[config.mk]
export PLATFORM = sky130hd
export DESIGN_NAME = bird_motion
export DESIGN_NICKNAME = d
export VERILOG_FILES = /design/src/rtl/bird_motion.sv
export SDC_FILE = /design/constraint.sdc
export NUM_CORES = 1
export LEC_CHECK = 0
export ABC_CLOCK_PERIOD_IN_PS = 4400
export BUFFER_PORTS_ARGS = -buffer_cell sky130_fd_sc_hd__clkbuf_2
export CAP_MARGIN = 20
export CORE_MARGIN = 3
export CORE_UTILIZATION = 30
export DETAILED_ROUTE_END_ITERATION = 8
export PLACE_DENSITY_LB_ADDON = 0.15
export SETUP_SLACK_MARGIN = 0.05
export SLEW_MARGIN = 20
export SYNTH_ARGS = -nofsm -noshare
export SYNTH_HDL_FRONTEND = slang
export SYNTH_SLANG_ARGS = --single-unit
export TNS_END_PERCENT = 50
[constraint.sdc]
create_clock -name clk -period 4.4 [get_ports clk]
set_clock_uncertainty 0.2 [all_clocks]
set_input_delay 1.1 -clock clk [delete_from_list [all_inputs] [get_ports clk]]
set_output_delay 1.1 -clock clk [all_outputs]
set_load 0.1 [all_outputs]
[src/rtl/bird_motion.sv]
// Vertical-motion engine for the player bird: signed-velocity physics, game-phase FSM,
// edge-detected flaps, ceiling/floor clamping and a collision-driven death fall.
module bird_motion #(
    parameter int Y_W     = 10,
    parameter int V_W     = 6,
    parameter int Y_START = 240,
    parameter int Y_MIN   = 0,
    parameter int Y_MAX   = 460,
    parameter int JUMP_V  = -8,
    parameter int V_MAX   = 12
) (
    input  logic           clk,
    input  logic           rst,
    input  logic           enable,
    input  logic           tick,
    input  logic           jump,
    input  logic           start,
    input  logic           hit,
    input  logic [1:0]     fall_accel,
    output logic [Y_W-1:0] y_coord,
    output logic [V_W-1:0] velocity,
    output logic [1:0]     phase,
    output logic           dead,
    output logic           flap
);

    typedef enum logic [1:0] {
        IDLE     = 2'b00,
        FLY      = 2'b01,
        DYING    = 2'b10,
        GROUNDED = 2'b11
    } phase_t;

    localparam logic [Y_W-1:0]        Y_START_L = Y_START[Y_W-1:0];
    localparam logic [Y_W-1:0]        Y_MIN_L   = Y_MIN[Y_W-1:0];
    localparam logic [Y_W-1:0]        Y_MAX_L   = Y_MAX[Y_W-1:0];
    localparam logic signed [Y_W+1:0] Y_MIN_W   = Y_MIN[Y_W+1:0];
    localparam logic signed [Y_W+1:0] Y_MAX_W   = Y_MAX[Y_W+1:0];
    localparam logic signed [V_W-1:0] JUMP_V_L  = JUMP_V[V_W-1:0];
    localparam logic signed [V_W:0]   V_MAX_W   = V_MAX[V_W:0];

    phase_t                phase_q, phase_d;
    logic [Y_W-1:0]        y_q, y_d;
    logic signed [V_W-1:0] v_q, v_d;
    logic                  dead_q, dead_d;
    logic                  flap_q, flap_d;
    logic                  flap_req_q, flap_req_d;
    logic                  jump_prev_q, jump_prev_d;

    logic                  jump_edge;
    logic                  use_flap;
    logic signed [V_W:0]   v_wide;
    logic signed [V_W-1:0] v_grav;
    logic signed [V_W-1:0] v_next;
    logic signed [Y_W+1:0] y_sum;

    // Gravity is saturated before the position add so the velocity can never wrap.
    always_comb begin
        jump_edge = jump & ~jump_prev_q;
        use_flap  = (phase_q == FLY) && flap_req_q;
        v_wide    = $signed({v_q[V_W-1], v_q}) + $signed({{(V_W-1){1'b0}}, fall_accel});
        v_grav    = (v_wide > V_MAX_W) ? V_MAX_W[V_W-1:0] : v_wide[V_W-1:0];
        v_next    = use_flap ? JUMP_V_L : v_grav;
        y_sum     = $signed({2'b00, y_q}) + $signed({{(Y_W+2-V_W){v_next[V_W-1]}}, v_next});
    end

    always_comb begin
        jump_prev_d = jump;
        phase_d     = phase_q;
        y_d         = y_q;
        v_d         = v_q;
        flap_d      = 1'b0;
        flap_req_d  = flap_req_q | jump_edge;

        if (!enable) begin
            flap_req_d = 1'b0;
        end else begin
            unique case (phase_q)
                IDLE: begin
                    y_d = Y_START_L;
                    v_d = '0;
                    if (start || flap_req_q) begin
                        phase_d    = FLY;
                        v_d        = JUMP_V_L;
                        flap_d     = 1'b1;
                        flap_req_d = jump_edge;
                    end
                end
                FLY, DYING: begin
                    if (phase_q == DYING) begin
                        flap_req_d = 1'b0;
                    end
                    if (phase_q == FLY && hit) begin
                        phase_d    = DYING;
                        flap_req_d = 1'b0;
                    end else if (tick) begin
                        if (use_flap) begin
                            flap_d     = 1'b1;
                            flap_req_d = jump_edge;
                        end
                        if (y_sum <= Y_MIN_W) begin
                            y_d = Y_MIN_L;
                            v_d = '0;
                        end else if (y_sum >= Y_MAX_W) begin
                            y_d     = Y_MAX_L;
                            v_d     = '0;
                            phase_d = GROUNDED;
                        end else begin
                            y_d = y_sum[Y_W-1:0];
                            v_d = v_next;
                        end
                    end
                end
                GROUNDED: begin
                    flap_req_d = 1'b0;
                    if (start) begin
                        phase_d = IDLE;
                        y_d     = Y_START_L;
                        v_d     = '0;
                    end
                end
                default: begin
                    phase_d = IDLE;
                end
            endcase
        end

        dead_d = (phase_d == DYING) || (phase_d == GROUNDED);
    end

    always_ff @(posedge clk or negedge rst) begin
        if (!rst) begin
            phase_q     <= IDLE;
            y_q         <= Y_START_L;
            v_q         <= '0;
            dead_q      <= 1'b0;
            flap_q      <= 1'b0;
            flap_req_q  <= 1'b0;
            jump_prev_q <= 1'b0;
        end else begin
            jump_prev_q <= jump_prev_d;
            flap_req_q  <= flap_req_d;
            flap_q      <= flap_d;
            if (enable) begin
                phase_q <= phase_d;
                y_q     <= y_d;
                v_q     <= v_d;
                dead_q  <= dead_d;
            end
        end
    end

    assign y_coord  = y_q;
    assign velocity = v_q;
    assign phase    = phase_q;
    assign dead     = dead_q;
    assign flap     = flap_q;

endmodule

; Yosys cells after proc, flatten, opt, wreduce, memory -nomap -nowiden
; Index checks and enable logic that the tools add are counted.
[classes]
n_addsub = 2
n_mul = 0
n_div = 0
order_cmp = 3
n_eq_ne = 8
shift = 0
n_mux = 36
n_bitwise = 3
n_reduce_logical = 7
[op_table]
columns = cell, n
row1 = $mux W10, 5
row2 = $mux W6, 8
row3 = $pmux W10 S3, 1
row4 = $pmux W6 S3, 1
row5 = $mux W2, 7
row6 = $add A11 B6 Y12, 1
row7 = $ge A12 B10 Y1 const B, 1
row8 = $le A12 B1 Y1 const B, 1
row9 = $mux W1, 11
row10 = $eq A2 B2 Y1 const B, 4
row11 = $add A6 B3 Y7, 1
row12 = $gt A7 B5 Y1 const B, 1
row13 = $ne A2 B2 Y1 const B, 3
row14 = $pmux W2 S3, 1
row15 = $reduce_and A4 Y1, 1
row16 = $pmux W1 S3, 1
row17 = $eq A2 B1 Y1 const B, 1
row18 = $logic_and A1 B1 Y1, 2
row19 = $logic_not A2 Y1, 1
row20 = $logic_or A1 B1 Y1, 2
row21 = $pmux W1 S2, 1
row22 = $reduce_or A2 Y1, 1
row23 = $and A1 B1 Y1, 1
row24 = $not A1 Y1, 1
row25 = $or A1 B1 Y1, 1
[totals]
regBits = 22
latch_bits = 0
ramBits = 0
rom_bits = 0
inputBits = 9
out_inout_bits = 20
elab_cells = 66
n_memories = 0

; Longest topological paths before layout
[logic_depth]
word_depth = 14
depth_mapped = 20
depth_no_buf = 19

; Least setup slack after synthesis
; No wires, ideal clock.
[synth_path]
path_type = input port to flip-flop
start = in fall_accel[0]
end = reg v_q[5], in the netlist velocity[5]
setup_ps = 126
t_arrival_ps = 5070
required_time_ps = 4074
slack_ps = -996
stages = 20
path_buffers = 1
cell_sequence = ha_1 inv_1 fa_1 and3b_2 nand2_2 a32oi_2 o21ai_0 nor3_1 xor2_1 ha_1 a211o_1 a21oi_1 o21ai_0 o311ai_0 o211ai_1 nor3_1 nand4b_4 and3b_1 buf_6 a221o_1
[synth_via]
elab_chain_cells = 11
word_cells_on_any_way = 12
classes_between = 2 x add/sub / 3 x order compare / 7 x mux
[synth_rtl]
columns = item, line
row1 = from (decl), 19  ; input logic [1:0] fall_accel,
row2 = $add A6 B3 Y7 *, 61  ; v_wide = $signed({v_q[V_W-1], v_q}) + $signed({{(V_W-1){1'b0}}, fall_accel});
row3 = $gt A7 B5 Y1, 62  ; v_grav = (v_wide > V_MAX_W) ? V_MAX_W[V_W-1:0] : v_wide[V_W-1:0];
row4 = $mux W6 *, 62
row5 = $mux W6 *, 63  ; v_next = use_flap ? JUMP_V_L : v_grav;
row6 = $add A11 B6 Y12, 64  ; y_sum = $signed({2'b00, y_q}) + $signed({{(Y_W+2-V_W){v_next[V_W-1]}}, v_next});
row7 = $ge A12 B10 Y1, 104  ; end else if (y_sum >= Y_MAX_W) begin
row8 = $mux W6, 104
row9 = $mux W6 *, 101  ; if (y_sum <= Y_MIN_W) begin
row10 = $mux W6 *, 96  ; end else if (tick) begin
row11 = $mux W6 *, 93  ; if (phase_q == FLY && hit) begin
row12 = $pmux W6 S3 *, 78  ; unique case (phase_q)
row13 = to (signal assigned), 147  ; v_q <= v_d;
row14 = to (decl), 44  ; logic signed [V_W-1:0] v_q, v_d;
; Every way passes the cells marked *; elsewhere a longest branch is shown, timed or not. The select of a mux whose other input is x is not followed.
; A chain may end at the register's enable or synchronous reset.

; Final worst setup path
[layout_path]
start = in fall_accel[0]
end = reg y_q[3], in the netlist y_coord[3]
[layout_via]
elab_chain_cells = 11
word_cells_on_any_way = 12
classes_between = 2 x add/sub / 3 x order compare / 7 x mux
[layout_rtl]
columns = item, line
row1 = $add A6 B3 Y7 *, 61
row2 = $gt A7 B5 Y1, 62
row3 = $mux W6 *, 62
row4 = $mux W6 *, 63
row5 = $add A11 B6 Y12 *, 64
row6 = $ge A12 B10 Y1, 104
row7 = $mux W10, 104
row8 = $mux W10 *, 101
row9 = $mux W10 *, 96
row10 = $mux W10 *, 93
row11 = $pmux W10 S3 *, 78
row12 = to (signal assigned), 146  ; y_q <= y_d;
row13 = to (decl), 43  ; logic [Y_W-1:0] y_q, y_d;
; Marked as above.

==> summary.md <==
| Metric | Value |
|---|---|
| Fmax | between 200 and 250 MHz |
| Die W | 92.4 um |
| Synthesis Warnings | 0 |
| CTS root buffer | clkbuf_8 |
| Port Buffers | 28 |
| Vias/cell | roughly 5.2 |
| Maxcap violations | 0 |
| Worst R2R End | y_coord[3] |
| Final Hold Fails | 0 |
| Final Util | 47.4% |
| Critical Path Start Type | input pin |
| CP max stage delay | 0.36 ns |
| Drt drc | 0 |
| CTS tree | done |
| Vias in the first global route | between 2000 and 2500 |
| Worst relative slew slack | about 53% |
| Arr. time, crit path | a little under 5 ns |
| Pre-CTS worst setup slack | -1.11 ns |
| First-pass GRT wire length | 11600 um |
| Clock buffer depth | 2 |
| Final WS setup | -0.513 ns |
| Io pins | 29 |
| Routed WL per cell | between 15 and 20 um |
| Crit-path cells | buf_8 > ha_4 > inv_2 > fa_2 > and3b_2 > nand2_2 > a32oi_4 > a21oi_1 > ha_1 > buf_4 > a31oi_2 > buf_4 > o211ai_1 > buf_4 > o211ai_1 > nand2_2 > a41o_1 > a21oi_1 > buf_4 > o21ai_0 > a22o_1 |
| Via count | ~2400 |
| Antenna Violating Nets Remaining | 0 |
| FF-to-FF Start | velocity[0] |
| GRT Total Usage | between 10% and 20% |
| Clk sinks | 22 |
| Period utilisation layout | 112% |
| Post-synthesis cell area | 2240 sq um |
| GR Overflow Total | 0 |
| Share of layout cells above drive strength 1 | between 40% and 50% |
| HP Start | y_coord[9] |
| R2R depth | 20 |
| FF-to-FF setup slack | 0 ns |
| Clk_lat worst skew | 0.27 ns |
| Largest net degree at the start of global routing | 24 |
| Main synth FF type | dfrtp_1 |
| Critical-path top delay cell | ha_1 |
| Design area | between 3000 and 4000 sq um |
| Post-synthesis cell count | approximately 260 |
| Critical path capture point type | register |
| WS Path Type | input pin to register |
| Clock-pin slew on the worst setup and hold paths | ~0.090 ns |
| Req. time, crit path | 4.35 ns |
| Hold path depth | 1 |
| Synth Register Bits | 22 |
| Number of synthesized flops with an enable pin | 0 |
| Post-Place Cell Area | about 3000 sq um |
| Syn Area/Cell | about 8.6 sq um |
| Router iterations before antenna repair | 4 |
| # rows | 30 |
| Post-route setup TNS | -7.76 ns |
| Area of the die | ~8500 sq um |
| Initial DRC count | about 110 |
| Violated checks | setup timing |
| Diode count | 0 |
| Worst-margin pin slew | 0.699 ns |
| Core Area | ~7000 sq um |
| Yosys cell types | 65 |
| Initial Util | roughly a third |
| Initial antenna violation count | 0 |
| Hold endpoint | y_coord[9] |
| Area delta synth->final | 48.8% |
| Final Max Slew Viols | 0 |
| Crit-path most repeated cell | buf_4 |
| Crit Path Max Fanout | 4 |
| H-tree depth | 1 |
| Total wire length | approximately 7000 um |
| Register area share after synthesis | 24.8% |
| CTS buffer count | 3 |
| Die height | a little over 90 um |
| Final Critical Period | roughly 4.9 ns |
| Post-layout nets | approximately 390 |
| Detail Placement HPWL | about 5500 um |
| Ys async rst share | 100% |
| Status | finished with violations |
| RSZ-0062 raised after global routing | yes |
| Post-Syn Nets | 288 |
| Hold crit path type | register to register |
| Final setup violation count | 18 |
| Gpl congestion | about 0.85 |
sequential cells by signal, indices dropped and copies added (netlist names):
| signal | flops |
|---|---|
| y_coord | 10 |
| velocity | 6 |
| phase | 2 |
| dead | 1 |
| flap | 1 |
| flap_req_q | 1 |
| jump_prev_q | 1 |
worst max-delay path by stage:
stage | depth (start not counted) | start | slack (ns) | endpoint
2_1_floorplan | 20 | fall_accel[0] | -0.77 | velocity[5]
3_3_place_gp | 20 | fall_accel[0] | -1.13 | velocity[5]
3_5_place_dp | 20 | fall_accel[0] | -1.11 | y_coord[4]
4_1_cts | 18 | fall_accel[0] | -0.54 | velocity[5]
5_1_grt | 18 | fall_accel[0] | -0.66 | velocity[5]
6_report | 21 | fall_accel[0] | -0.51 | y_coord[3]
layout by cell type (no fill, tap or decap), types with 4 or more instances in the layout:
cell type,count
buf_4,71
clkbuf_2,27
nand2_1,23
a21oi_1,18
dfrtp_1,17
ha_1,15
inv_1,14
o21ai_0,13
nor2_1,9
a21o_1,7
a32o_1,6
xor2_1,5
o211ai_1,5
or2_2,4
and2_1,4
xnor2_1,4
a211o_1,4
nor3_2,4
nand3_1,4
buf_6,4
dfstp_2,4
kinds of logic after synthesis:
group           after synthesis  synth area share (%)
buf+inv                      24                  4.42
xor+xnor                      9                  3.52
flops                        22                  24.8
fa+ha+maj                    20                  11.5
compound gates               97                  32.3
mux                           4                  1.90
simple gates                 83                  21.5
cell usage after synthesis (all sizes together) (4+ instances only):
master  count  area share [%]
a32o        6             2.7
inv        15             2.5
clkbuf      8             1.4
nor3        7             1.6
xnor2       4             1.6
dfstp       4             4.7
a211o       4             1.6
dfrtp      18              20
nand3       5             1.1
nor2       10             1.7
xor2        5             2.0
o211ai      5             1.7
a21oi      21             4.9
a31oi       5             1.4
or2         5             1.4
o21ai      18             4.0
and2        4             1.1
a22o        4             2.0
a21o        7             2.3
ha         19              11
nand2      25             4.3
area by class of cell:
type	count	area, sq um
Clock inverter	1	30.0
Inverter	15	56.3
Sequential cell	22	557
Clock buffer	3	41.3
Multi-Input combinational cell	213	1800
Fill cell	702	3690
Tap cell	96	120
Timing Repair Buffer	103	728
stage by stage:
step	hold slack, ns	instances
2_1_floorplan	0.364	259
3_3_place_gp	0.356	442
3_5_place_dp	0.354	442
4_1_cts	0.378	451
5_1_grt	0.406	453
6_report	0.371	453
metal layers:
| layer | share of wire, % | wire [um] | global-route usage, % | vias to the layer above |
|---|---|---|---|---|
| met5 | 0 | 0 | 0 | - |
| met4 | 0.24 | 17 | 2.10 | 0 |
| met2 | 48 | 3330 | 27.3 | 25 |
| li1 | - | - | - | 1187 |
| met1 | 50 | 3490 | 23.6 | 1156 |
| met3 | 1.9 | 133 | 2.36 | 2 |
repair_timing:
item | in CTS | in global routing
endpoints found under the setup margin | 18 | 18
hold buffers | 0 | 0
pin swaps | 16 | 22
gates resized for setup | 16 | 17
endpoints found under the hold margin | 0 | 0
buffers inserted | 5 | 3
critical path: cells and delay by family:
kind	cells	cell delay (ns)
buffers and inverters	6	0.74
and+or+nand+nor	3	0.48
AOI/OAI and AO/OA	9	1.69
adders and majority gates	3	0.83
Power is not shown: default switching activity piles up to over one toggle a cycle in this logic, so the estimate is an artifact.
